### src/rtl/voice_allocator.sv
`default_nettype none
// ============================================================================
// Module   : voice_allocator
// Brief    : Debounces eight key switches and assigns pressed keys to four
//            tone-generator voices. When all voices are busy, the least
//            recently allocated voice is stolen.
// Revision : 1.0 - initial release
// ============================================================================
module voice_allocator #(
    parameter int DEB_CYCLES = 25000
) (
    input  logic        clk,
    input  logic        rst,
    input  logic [7:0]  sw,
    output logic [3:0]  voice_en,
    output logic [11:0] voice_note,
    output logic        steal,
    output logic [2:0]  active_cnt
);
    localparam int c_cnt_w = (DEB_CYCLES > 1) ? $clog2(DEB_CYCLES) : 1;
    localparam logic [c_cnt_w-1:0] c_deb_max = c_cnt_w'(DEB_CYCLES - 1);

    logic [7:0]         r_sync1, r_sync2, r_key_db, r_db_prev;
    logic [7:0]         r_press_pend, r_rel_pend;
    logic [c_cnt_w-1:0] r_deb_cnt [8];
    logic [3:0]         r_voice_en;
    logic [2:0]         r_note [4];
    logic [1:0]         r_rank [4];
    logic               r_steal;
    logic [2:0]         r_active_cnt;

    logic [7:0] w_rise, w_fall, w_clr_press, w_clr_rel, w_press_nxt, w_rel_nxt;
    logic [7:0] w_evt_vec;
    logic       w_do_rel, w_do_press, w_rel_hit, w_full, w_steal_nxt;
    logic [2:0] w_key, w_cnt_nxt;
    logic [1:0] w_rel_v, w_free_v, w_lru_v, w_alloc_v;
    logic [3:0] w_en_nxt;
    logic [2:0] w_note_nxt [4];
    logic [1:0] w_rank_nxt [4];

    // Two-flop synchronizer on the raw switches
    always_ff @(posedge clk or posedge rst) begin
        if (rst) begin
            r_sync1 <= '0;
            r_sync2 <= '0;
        end else begin
            r_sync1 <= sw;
            r_sync2 <= r_sync1;
        end
    end

    // Per-key debounce: a key must disagree with its debounced state for
    // DEB_CYCLES consecutive cycles before that state flips
    always_ff @(posedge clk or posedge rst) begin
        if (rst) begin
            r_key_db  <= '0;
            r_db_prev <= '0;
            for (int i = 0; i < 8; i++) r_deb_cnt[i] <= '0;
        end else begin
            r_db_prev <= r_key_db;
            for (int i = 0; i < 8; i++) begin
                if (r_sync2[i] == r_key_db[i]) begin
                    r_deb_cnt[i] <= '0;
                end else if (r_deb_cnt[i] == c_deb_max) begin
                    r_deb_cnt[i] <= '0;
                    r_key_db[i]  <= ~r_key_db[i];
                end else begin
                    r_deb_cnt[i] <= r_deb_cnt[i] + 1'b1;
                end
            end
        end
    end

    assign w_rise = r_key_db & ~r_db_prev;
    assign w_fall = ~r_key_db & r_db_prev;

    // Pick the single event to service: releases first, lowest key first
    always_comb begin
        w_do_rel   = |r_rel_pend;
        w_do_press = ~w_do_rel & (|r_press_pend);
        w_evt_vec  = w_do_rel ? r_rel_pend : r_press_pend;
        w_key      = 3'd0;
        for (int i = 7; i >= 0; i--) begin
            if (w_evt_vec[i]) w_key = 3'(i);
        end
    end

    // Voice lookup: holder of the key, lowest free voice, and LRU victim
    always_comb begin
        w_rel_hit = 1'b0;
        w_rel_v   = 2'd0;
        w_free_v  = 2'd0;
        w_lru_v   = 2'd0;
        w_full    = &r_voice_en;
        for (int v = 3; v >= 0; v--) begin
            if (r_voice_en[v] && (r_note[v] == w_key)) begin
                w_rel_hit = 1'b1;
                w_rel_v   = 2'(v);
            end
            if (!r_voice_en[v])      w_free_v = 2'(v);
            if (r_rank[v] == 2'd0)   w_lru_v  = 2'(v);
        end
        w_alloc_v = w_full ? w_lru_v : w_free_v;
    end

    // Next voice state for the serviced event; ranks move only on allocation
    always_comb begin
        w_en_nxt    = r_voice_en;
        w_steal_nxt = 1'b0;
        w_clr_rel   = '0;
        w_clr_press = '0;
        for (int v = 0; v < 4; v++) begin
            w_note_nxt[v] = r_note[v];
            w_rank_nxt[v] = r_rank[v];
        end
        if (w_do_rel) begin
            w_clr_rel[w_key] = 1'b1;
            // A stolen key has no holder; its release is simply dropped
            if (w_rel_hit) w_en_nxt[w_rel_v] = 1'b0;
        end else if (w_do_press) begin
            w_clr_press[w_key]   = 1'b1;
            w_en_nxt[w_alloc_v]  = 1'b1;
            w_note_nxt[w_alloc_v] = w_key;
            w_steal_nxt          = w_full;
            for (int v = 0; v < 4; v++) begin
                if (r_rank[v] > r_rank[w_alloc_v]) w_rank_nxt[v] = r_rank[v] - 2'd1;
            end
            w_rank_nxt[w_alloc_v] = 2'd3;
        end
        w_cnt_nxt = 3'(w_en_nxt[0]) + 3'(w_en_nxt[1]) + 3'(w_en_nxt[2]) + 3'(w_en_nxt[3]);
    end

    // Pending-flag update: serviced flags clear, new edges set. A release that
    // lands on a still-pending press cancels that press; any older pending
    // release for the key is kept so its voice is still freed.
    always_comb begin
        w_press_nxt = r_press_pend & ~w_clr_press;
        w_rel_nxt   = r_rel_pend & ~w_clr_rel;
        for (int i = 0; i < 8; i++) begin
            if (w_rise[i]) w_press_nxt[i] = 1'b1;
            if (w_fall[i]) begin
                if (w_press_nxt[i]) w_press_nxt[i] = 1'b0;
                else                w_rel_nxt[i]   = 1'b1;
            end
        end
    end

    // Event flags and voice state registers
    always_ff @(posedge clk or posedge rst) begin
        if (rst) begin
            r_press_pend <= '0;
            r_rel_pend   <= '0;
            r_voice_en   <= '0;
            r_steal      <= 1'b0;
            r_active_cnt <= '0;
            for (int v = 0; v < 4; v++) begin
                r_note[v] <= '0;
                r_rank[v] <= 2'(v);
            end
        end else begin
            r_press_pend <= w_press_nxt;
            r_rel_pend   <= w_rel_nxt;
            r_voice_en   <= w_en_nxt;
            r_steal      <= w_steal_nxt;
            r_active_cnt <= w_cnt_nxt;
            for (int v = 0; v < 4; v++) begin
                r_note[v] <= w_note_nxt[v];
                r_rank[v] <= w_rank_nxt[v];
            end
        end
    end

    assign voice_en   = r_voice_en;
    assign voice_note = {r_note[3], r_note[2], r_note[1], r_note[0]};
    assign steal      = r_steal;
    assign active_cnt = r_active_cnt;

endmodule
`default_nettype wire

### config.mk
export PLATFORM = sky130hd
export DESIGN_NAME = voice_allocator
export DESIGN_NICKNAME = d
export VERILOG_FILES = /design/src/rtl/voice_allocator.sv
export SDC_FILE = /design/constraint.sdc
export NUM_CORES = 1
export LEC_CHECK = 0
export CORE_ASPECT_RATIO = 1.75
export CORE_MARGIN = 3
export CORE_UTILIZATION = 31
export CTS_BUF_LIST = sky130_fd_sc_hd__clkbuf_4 sky130_fd_sc_hd__clkbuf_8
export CTS_CLUSTER_DIAMETER = 30
export DETAILED_ROUTE_END_ITERATION = 8
export SLEW_MARGIN = 20
export SYNTH_ARGS = -nofsm -noshare
export SYNTH_HDL_FRONTEND = slang
export SYNTH_SLANG_ARGS = --single-unit
### constraint.sdc
create_clock -name clk -period 12.6 [get_ports clk]
set_clock_uncertainty 0.2 [all_clocks]
set_input_delay 3.15 -clock clk [delete_from_list [all_inputs] [get_ports clk]]
set_output_delay 3.15 -clock clk [all_outputs]
set_load 0.01 [all_outputs]
# Word-level counts from Yosys, hierarchy flattened
# Cells that the tools add are included.
# word_totals
regBits	196
input_bits	10
out_inout_bits	20
wordCells	242
# classes
addsub	15
n_lt_le_gt_ge	12
n_eq_ne	20
mux	108
bitwise_logic	31
reduce_logical	24
# op_table
operator	count
$mux 15	16
$add 15x1->15 const B	8
$eq 15x15->1 const B	8
$mux 2	28
$mux 1	41
$and 8x8->8	4
$mux 8	4
$not 8->8	4
$mux 3	9
$reduce_and 2->1	9
$not 1->1	17
$reduce_or 8->1	2
$bwmux 12	1
$eq 3x3->1	4
$mux 4	3
$eq 1x1->1	8
$gt 2x2->1	4
$logic_and 1x1->1	8
$logic_not 2->1	4
$or 8x8->8	1
$sub 2x1->2 const B	4
$demux 3 s2	1
$lt 2x3->1 const B	2
$and 4x4->4	1
17 further kinds	19

# Longest topological paths before layout
# Gate-level depths: netlist (run 1).
# depth
depth_word	27
ltp_mapped	16
depth_no_buf	15

# Worst setup path after synthesis (run 1)
# Ideal clock, no wire load.
# synth_timing
kind	flip-flop to output port
startpoint	register r_note, in the netlist voice_note[6]
endpoint	output voice_note[6]
arrival_ns	0.429
t_required_ns	9.250
setup_slack_ns	8.821
stages_incl_launch_ff	1
path_buffers	0
cell_sequence	dfrtp_1
# synth_lines
element	line_no	source
from (decl)	27	logic [2:0] r_note [4];
from (signal, indexed assignment)	167	r_note[v] <= w_note_nxt[v];
to (decl)	16	output logic [11:0] voice_note,
# No word-level cell between the ends.

# Worst setup path in the final report (run 1)
# layout_timing
startpoint	register r_note, in the netlist voice_note[2]
endpoint	output voice_note[2]
# No word-level cell between the ends.

==> results of run 1 <==
[logic make-up (layout without fill, tap and decap cells)]
| kind of cell | count (synthesis) | after routing | share of synthesized area (%) |
|---|---|---|---|
| multiplexers | 18 | 18 | 2.20 |
| AND/OR/NAND/NOR | 409 | 409 | 20.4 |
| other | 0 | 1 | 0 |
| flip-flops | 196 | 196 | 53.4 |
| buffers and inverters | 43 | 92 | 1.86 |
| XOR/XNOR | 114 | 114 | 10.9 |
| AO/OA/AOI/OAI | 103 | 103 | 7.52 |
| adder cells (fa/ha/maj) | 28 | 28 | 3.79 |
[layout make-up]
type | instances | area share [%]
flip-flops and latches | 196 | 47.7
multi-input cells | 672 | 40.0
well taps | 378 | 4.60
repair buffers | 31 | 2.97
clock buffers | 18 | 2.41
clock inverters | 14 | 1.16
inverters | 29 | 1.13
diodes | 1 | 0.0243
[state kept, by name, indices dropped and copies added, names as in the netlist]
signal,flops
voice_en,4
steal,1
voice_note,12
r_key_db,8
r_sync1,8
r_db_prev,8
r_deb_cnt,120
active_cnt,3
r_press_pend,8
r_sync2,8
r_rank,8
r_rel_pend,8
[how the worst min path moves through the flow]
stage                     startpoint         end  slack (ps)  depth (start not counted)
after floorplan           r_sync1[0]  r_sync2[0]         130                          0
after global placement    r_sync1[5]  r_sync2[5]         130                          0
after detailed placement  r_sync1[1]  r_sync2[1]         130                          0
after CTS                 r_sync1[1]  r_sync2[1]         160                          0
after global routing      r_sync1[7]  r_sync2[7]         160                          0
final                     r_sync1[1]  r_sync2[1]         160                          0
[cells in the final DEF, fill, tap and decap left out, drive strengths merged, types with 8 or more instances in the layout]
cell type	instances
a21oi	23
and3	17
clkbuf	18
clkdlybuf4s50	29
dfrtp	192
ha	22
inv	36
mux2	18
nand2	81
nand3	76
nor2	155
nor3	28
nor4	13
o21ai	30
o31ai	8
or3	11
xnor2	43
xor2	71
[synth_stat cells, types with 2 or more instances]
| library cell | count | area share, % |
|---|---|---|
| sky130_fd_sc_hd__or4_1 | 6 | 0.49 |
| sky130_fd_sc_hd__or2_1 | 3 | 0.20 |
| sky130_fd_sc_hd__o32ai_1 | 3 | 0.29 |
| sky130_fd_sc_hd__a211oi_1 | 5 | 0.41 |
| sky130_fd_sc_hd__xor2_1 | 71 | 6.8 |
| sky130_fd_sc_hd__a21oi_1 | 22 | 1.2 |
| sky130_fd_sc_hd__o21a_1 | 4 | 0.33 |
| sky130_fd_sc_hd__nand4_1 | 4 | 0.27 |
| sky130_fd_sc_hd__a311oi_1 | 2 | 0.19 |
| sky130_fd_sc_hd__o21bai_1 | 3 | 0.24 |
| sky130_fd_sc_hd__buf_2 | 2 | 0.11 |
| sky130_fd_sc_hd__or2_2 | 3 | 0.20 |
| sky130_fd_sc_hd__o31ai_1 | 8 | 0.65 |
| sky130_fd_sc_hd__dfstp_2 | 4 | 1.1 |
| sky130_fd_sc_hd__clkbuf_1 | 11 | 0.45 |
| sky130_fd_sc_hd__nand2_1 | 81 | 3.3 |
| sky130_fd_sc_hd__o21ai_1 | 6 | 0.33 |
| sky130_fd_sc_hd__maj3_1 | 2 | 0.22 |
| sky130_fd_sc_hd__a32oi_1 | 2 | 0.19 |
| sky130_fd_sc_hd__o31a_1 | 2 | 0.19 |
| sky130_fd_sc_hd__and3_1 | 17 | 1.2 |
| sky130_fd_sc_hd__nand3_1 | 76 | 4.1 |
| sky130_fd_sc_hd__inv_1 | 29 | 1.2 |
| sky130_fd_sc_hd__a21o_1 | 2 | 0.16 |
| sky130_fd_sc_hd__a31oi_1 | 6 | 0.41 |
| sky130_fd_sc_hd__nor2_1 | 153 | 6.2 |
| sky130_fd_sc_hd__o21ai_0 | 23 | 1.3 |
| sky130_fd_sc_hd__mux2_1 | 5 | 0.61 |
| sky130_fd_sc_hd__dfrtp_1 | 192 | 52 |
| sky130_fd_sc_hd__nor3_1 | 28 | 1.5 |
| sky130_fd_sc_hd__nor2b_1 | 2 | 0.14 |
| sky130_fd_sc_hd__ha_1 | 22 | 3.0 |
| sky130_fd_sc_hd__nand2b_1 | 5 | 0.34 |
| sky130_fd_sc_hd__mux2_2 | 13 | 1.6 |
| sky130_fd_sc_hd__maj3_2 | 3 | 0.37 |
| sky130_fd_sc_hd__xnor2_1 | 43 | 4.1 |
| sky130_fd_sc_hd__or3_1 | 11 | 0.75 |
| sky130_fd_sc_hd__nor4_1 | 12 | 0.82 |
| sky130_fd_sc_hd__o211ai_1 | 3 | 0.24 |
[routing by layer]
layer / vias up / GRT usage, %
met5: - / 0
met1: 3162 / 12.6
met4: 0 / 5.96
li1: 3188 / -
met2: 90 / 21.0
met3: 33 / 2.60
[stage by stage]
step | instances | hold slack (ps)
final | 1339 | 158
after floorplan | 911 | 131
after global routing | 1339 | 159
after global placement | 1306 | 134
after detailed placement | 1306 | 135
after CTS | 1338 | 161
[report_power, final]
group          switching (W)  internal, W
combinational      0.0000224   0.00000922
sequential        0.00000643     0.000637
clock               0.000235     0.000148
total               0.000264     0.000794
==> reports/results.env, run 1 <==
DR_WL_MET2_MM=9.31
FINAL.SETUP.WORST_SLACK_PS=7710
REQUIRED_PS=9250
LAUNCHING_ELEMENT_OF_THE_WORST_SETUP_PATH='voice_note[2]'
WORST_SLEW_PIN_SLEW_PS=996
DIE_HEIGHT_UM=234
DATA_ARRIVAL_TIME_OF_THE_CRITICAL_PATH_PS=1540
PLACE_WORST_SETUP_SLACK_PS=7100
POSTSYNTHNETCOUNT=944
HOLD_PATH.CLASS='reg -> reg'
CRIT_PATH_START_KIND='flip-flop'
ENDPOINT='voice_note[2]'
FF_TO_FF_SETUP_SLACK_PS=8370
CLOCK_PATH_BUFFERS=2
FF2FF_PATH_DEPTH=12
HOLD_BUFFERS=0
FINALNETCOUNT=980
CELLLEAKAGEPOWER_nW=4.44
WIRE_LENGTH_OF_THE_FIRST_GLOBAL_ROUTING_PASS_MM=30.1
SHARE_OF_LAYOUT_CELLS_ABOVE_DRIVE_STRENGTH_1_PCT=7.08
CRIT_CELLS=1
SLOWEST_DELAY_PS=590
COUNT_OF_BUFFERS_INSERTED_AT_THE_TOP_LEVEL_PORTS=29
POST-ROUTE-UTIL_PCT=35.6
BEGINNING_OF_THE_WORST_REGISTER_TO_REGISTER_PATH='r_rank[4]'
TIMING.CRITICAL_PATH.BUF_INV=1
DRT_FIRST_ITER_VIOLATIONS=368
FINAL.FILL_COUNT=2973
MAX_SLEW_MARGIN_PCT=33.3
DP.FINAL_HPWL_MM=12.3
YOSYSSEQAREASHARE_PCT=53.4
DRC=0
POSTSYNTH.ASYNCRESETSHARE_PCT=100
CRITPATHCAPTURETYPE='output pin'
YS.FLOP_TYPE='sky130_fd_sc_hd__dfrtp_1'
DRV_SLEW=0
WORSTPATHCELLLIST='clkdlybuf4s50_1'
POWER-PER-CELL-AREA_nW_PER_UM2=103
SETUP_VIOL=0
POSTSYNTHAREAPERCELL_SQ_UM=10.1
DRT-TOTAL-WL_MM=17.4
GRT_PASS1_VIAS=6606
SYN_INST=911
CTS_ROOT_BUF='sky130_fd_sc_hd__clkbuf_8'
LARGEST_VDD_SUPPLY_DROP_mV=0.0639
CPLARGESTDELAYFAMILY='buffers and inverters'
VIA_COUNT=6473
SYNTH_CELL_TYPE_COUNT=61
GRT_SETUP_UNREPAIRED='false'
WIRELENGTH_MET1_MM=7.16
FINAL_AREA_SQ_UM=10300
WIRE_PER_INST_UM=13.0
OUTCOME='completed'
GRT.TOTAL_USAGE_PCT=11.6
CRIT_TYPE='reg -> out'
MULTI_INPUT_AREA_SQ_UM=4120
POSTCTSRESIZEDCELLS=0
POST-ROUTE-MIN-PERIOD_PS=4890
EDFF_COUNT_SYNTH=0
IO_PINS=30
DRT-VIAS-PER-INSTANCE=4.83
DRT-PASS1-ITER-COUNT=4
NUMCLOCKSINKS=196
DIE_WIDTH_UM=136
ANTENNA_VIOLATIONS_BEFORE_REPAIR=1
TIMING.FINAL.CRIT_SHARE_PCT=38.8
WORSTSKEWPAIRLATENCY_PS=490
DRV_CAP=0
ROUTE.TOP_LAYER_USED='met4'
FINAL_HOLD_VIOL_COUNT=0
TRITONCTS_CLOCK_TREE='yes'
CTS.REPORTEDPATHS.CLKPINSLEW_PS=110
TOTALNEGATIVESETUPSLACK_PS=0
REG2REG_TO='active_cnt[1]'
GRT_MAX_DEGREE=127
YOSYS_WARNINGS=0
SYNTHESIS.AREA_SQ_UM=9200
AREA_GROWTH_FROM_SYNTHESIS_TO_LAYOUT_PCT=11.9
CRIT_FANOUT=7
PLACED_AREA_SQ_UM=9920
DRT.ANTENNA.VIOLATING_NETS=0
YS_SEQ_ELEMENTS=196
FLOORPLAN.INITIALDENSITY_PCT=31.8
FP-ROW-COUNT=82
CP_SLOWEST_CELL='sky130_fd_sc_hd__clkdlybuf4s50_1'
POWER_W=0.00106
CTS_MADE_BUFFERS=17
PLACEABLECOREAREA_SQ_UM=28900
POSTCTSSETUPREPAIRBUFS=0
FP.DIEAREA_SQ_UM=31900
GLOBALPLACE.CONGESTION=0.798
H-TREE-DEPTH=4
FMAX_MHz=205
REGISTER_AREA_SQ_UM=4910
DR_WL_MET3_UM=468
GLOBALROUTE.TOTALOVERFLOW=0
No activity file was read; power rests on OpenSTA's default activity.
==> run 2: changes to the inputs <==
clock period = 5 ns   (was 12.6 ns; I/O delays follow)
==> run 2 against run 1 <==
  * Hold slack worse by 7.4 ps
  * Register-to-register slack worse by 7400 ps
  * Sequential power rose to 2.5 times the previous value
  * Sequential cell count did not move
  * Wire length increased by 2.5%
  * Utilization up 0.29 points
  * Clock-buffer cell count shrank 1
  * Largest cell class unchanged
  * Largest power group unchanged
==> reports/results.env, run 2 (synthesis results as in run 1) <==
DIE_WIDTH_UM=136
FINAL_HOLD_VIOL_COUNT=0
SHARE_OF_LAYOUT_CELLS_ABOVE_DRIVE_STRENGTH_1_PCT=7.37
FP-ROW-COUNT=82
BEGINNING_OF_THE_WORST_REGISTER_TO_REGISTER_PATH='r_rel_pend[5]'
H-TREE-DEPTH=4
OUTCOME='completed'
REQUIRED_PS=5170
NUMCLOCKSINKS=196
LAYOUT.CELLS.MOST_COMMON='sky130_fd_sc_hd__dfrtp_1'
POSTCTSRESIZEDCELLS=0
DRT.ANTENNA.VIOLATING_NETS=0
LAUNCHING_ELEMENT_OF_THE_WORST_SETUP_PATH='r_rel_pend[5]'
TRITONCTS_CLOCK_TREE='yes'
LARGEST_REGISTER_FFS=120
DRV_CAP=0
DIE_HEIGHT_UM=234
GLOBALROUTE.TOTALOVERFLOW=0
SETUP_VIOL=0
ENDPOINT='active_cnt[1]'
WIRE_LENGTH_OF_THE_FIRST_GLOBAL_ROUTING_PASS_MM=30.8
DRT-VIAS-PER-INSTANCE=4.88
DRT-TOTAL-WL_MM=17.9
DATA_ARRIVAL_TIME_OF_THE_CRITICAL_PATH_PS=4160
CTS_MADE_BUFFERS=17
PLACED_AREA_SQ_UM=9970
MAX_SLEW_MARGIN_PCT=41.5
WIRE_PER_INST_UM=13.3
FINALNETCOUNT=983
FINAL_AREA_SQ_UM=10400
AREA_GROWTH_FROM_SYNTHESIS_TO_LAYOUT_PCT=12.8
FP.DIEAREA_SQ_UM=31900
CELLLEAKAGEPOWER_nW=4.49
CTS_ROOT_BUF='sky130_fd_sc_hd__clkbuf_8'
CRITPATHCAPTURETYPE='flip-flop'
FF2FF_PATH_DEPTH=10
IO_PINS=30
WORSTSKEWPAIRLATENCY_PS=490
COMMONEST_NON_FILL_NON_TAP_CELLS_IN_THE_LAYOUT='sky130_fd_sc_hd__dfrtp_1 (192), sky130_fd_sc_hd__nor2_1 (153), sky130_fd_sc_hd__nand2_1 (81)'
DP.FINAL_HPWL_MM=12.9
WORSTHOLDSTART='r_sync1[4]'
REG2REG_TO='active_cnt[1]'
HOLD_PATH.CLASS='reg -> reg'
CRIT_TYPE='reg -> reg'
LARGEST_REGISTER_BY_FLOP_COUNT='r_deb_cnt'
COUNT_OF_BUFFERS_INSERTED_AT_THE_TOP_LEVEL_PORTS=29
PLACEABLECOREAREA_SQ_UM=28900
LARGEST_VDD_SUPPLY_DROP_mV=0.147
GLOBALPLACE.CONGESTION=0.874
INSERTEDDIODECOUNT=0
PLACE_WORST_SETUP_SLACK_PS=968
CRIT_FANOUT=7
GRT_PASS1_VIAS=6582
FLOORPLAN.INITIALDENSITY_PCT=31.8
DRC=0
POWER-PER-CELL-AREA_nW_PER_UM2=266
DRV_SLEW=0
POSTCTSSETUPREPAIRBUFS=0
GRT.TOTAL_USAGE_PCT=11.8
VIA_COUNT=6538
ANTENNA_VIOLATIONS_BEFORE_REPAIR=0
FMAX_MHz=251
WORST_SLEW_PIN_SLEW_PS=874
FF_TO_FF_SETUP_SLACK_PS=1010
CRIT_PATH_START_KIND='flip-flop'
DRT_FIRST_ITER_VIOLATIONS=342
GRT_SETUP_UNREPAIRED='false'
HOLD_BUFFERS=0
POST-ROUTE-MIN-PERIOD_PS=3990
CTS.REPORTEDPATHS.CLKPINSLEW_PS=120
TOTALNEGATIVESETUPSLACK_PS=0
POST-ROUTE-UTIL_PCT=35.9
CLOCK_PATH_BUFFERS=2
TIMING.FINAL.CRIT_SHARE_PCT=79.8
GRT_MAX_DEGREE=63
FINAL.SETUP.WORST_SLACK_PS=1010
WORST_HOLD_SLACK_PS=151
DRT-PASS1-ITER-COUNT=6
run 2: layer usage:
layer	track usage [%]	wire (um)	share of wire, %	vias up
met2	21.6	9680	54	97
li1	-	-	-	3205
met5	0	0	0	-
met1	13.2	7190	40	3205
met3	2.62	517	2.9	31
met4	4.82	461	2.6	0
run 2: layout make-up:
cell class / instances / area [sq um]
well taps: 378 / 473
flip-flops and latches: 196 / 4910
clock buffers: 17 / 234
multi-input cells: 672 / 4120
inverters: 29 / 113
repair buffers: 34 / 353
fillers: 2913 / 18600
clock inverters: 15 / 176
run 2: stage by stage:
stage	power, W	instances
floorplan	0.00171	911
global placement	0.00174	1309
finish	0.00276	1341
global route	0.00289	1341
detailed placement	0.00174	1309
CTS	0.00281	1341
run 2: worst min path at each step:
stage / to / slack (ps) / depth (start not counted)
2_1_floorplan: r_sync2[0] / 130 / 0
5_1_grt: r_sync2[4] / 170 / 0
3_3_place_gp: r_sync2[7] / 130 / 0
4_1_cts: r_sync2[4] / 160 / 0
6_report: r_sync2[4] / 150 / 0
3_5_place_dp: r_sync2[3] / 140 / 0
run 2: critical path, stage by stage (launching register included):
cell and delay, ps:
sky130_fd_sc_hd__dfrtp_1 450, sky130_fd_sc_hd__or4_1 720, sky130_fd_sc_hd__o31a_1 450, sky130_fd_sc_hd__and4_1 200, sky130_fd_sc_hd__a311oi_1 430, sky130_fd_sc_hd__a211oi_2 100, sky130_fd_sc_hd__a21oi_2 200, sky130_fd_sc_hd__a32oi_1 170
sky130_fd_sc_hd__fa_1 490, sky130_fd_sc_hd__ha_1 210, sky130_fd_sc_hd__ha_1 260
run 2: where the power goes:
group	total (W)	switching (W)	internal, W
logic	0.0000846	0.0000577	0.0000269
registers	0.00162	0.0000162	0.00161
clock network	0.00106	0.000626	0.000430
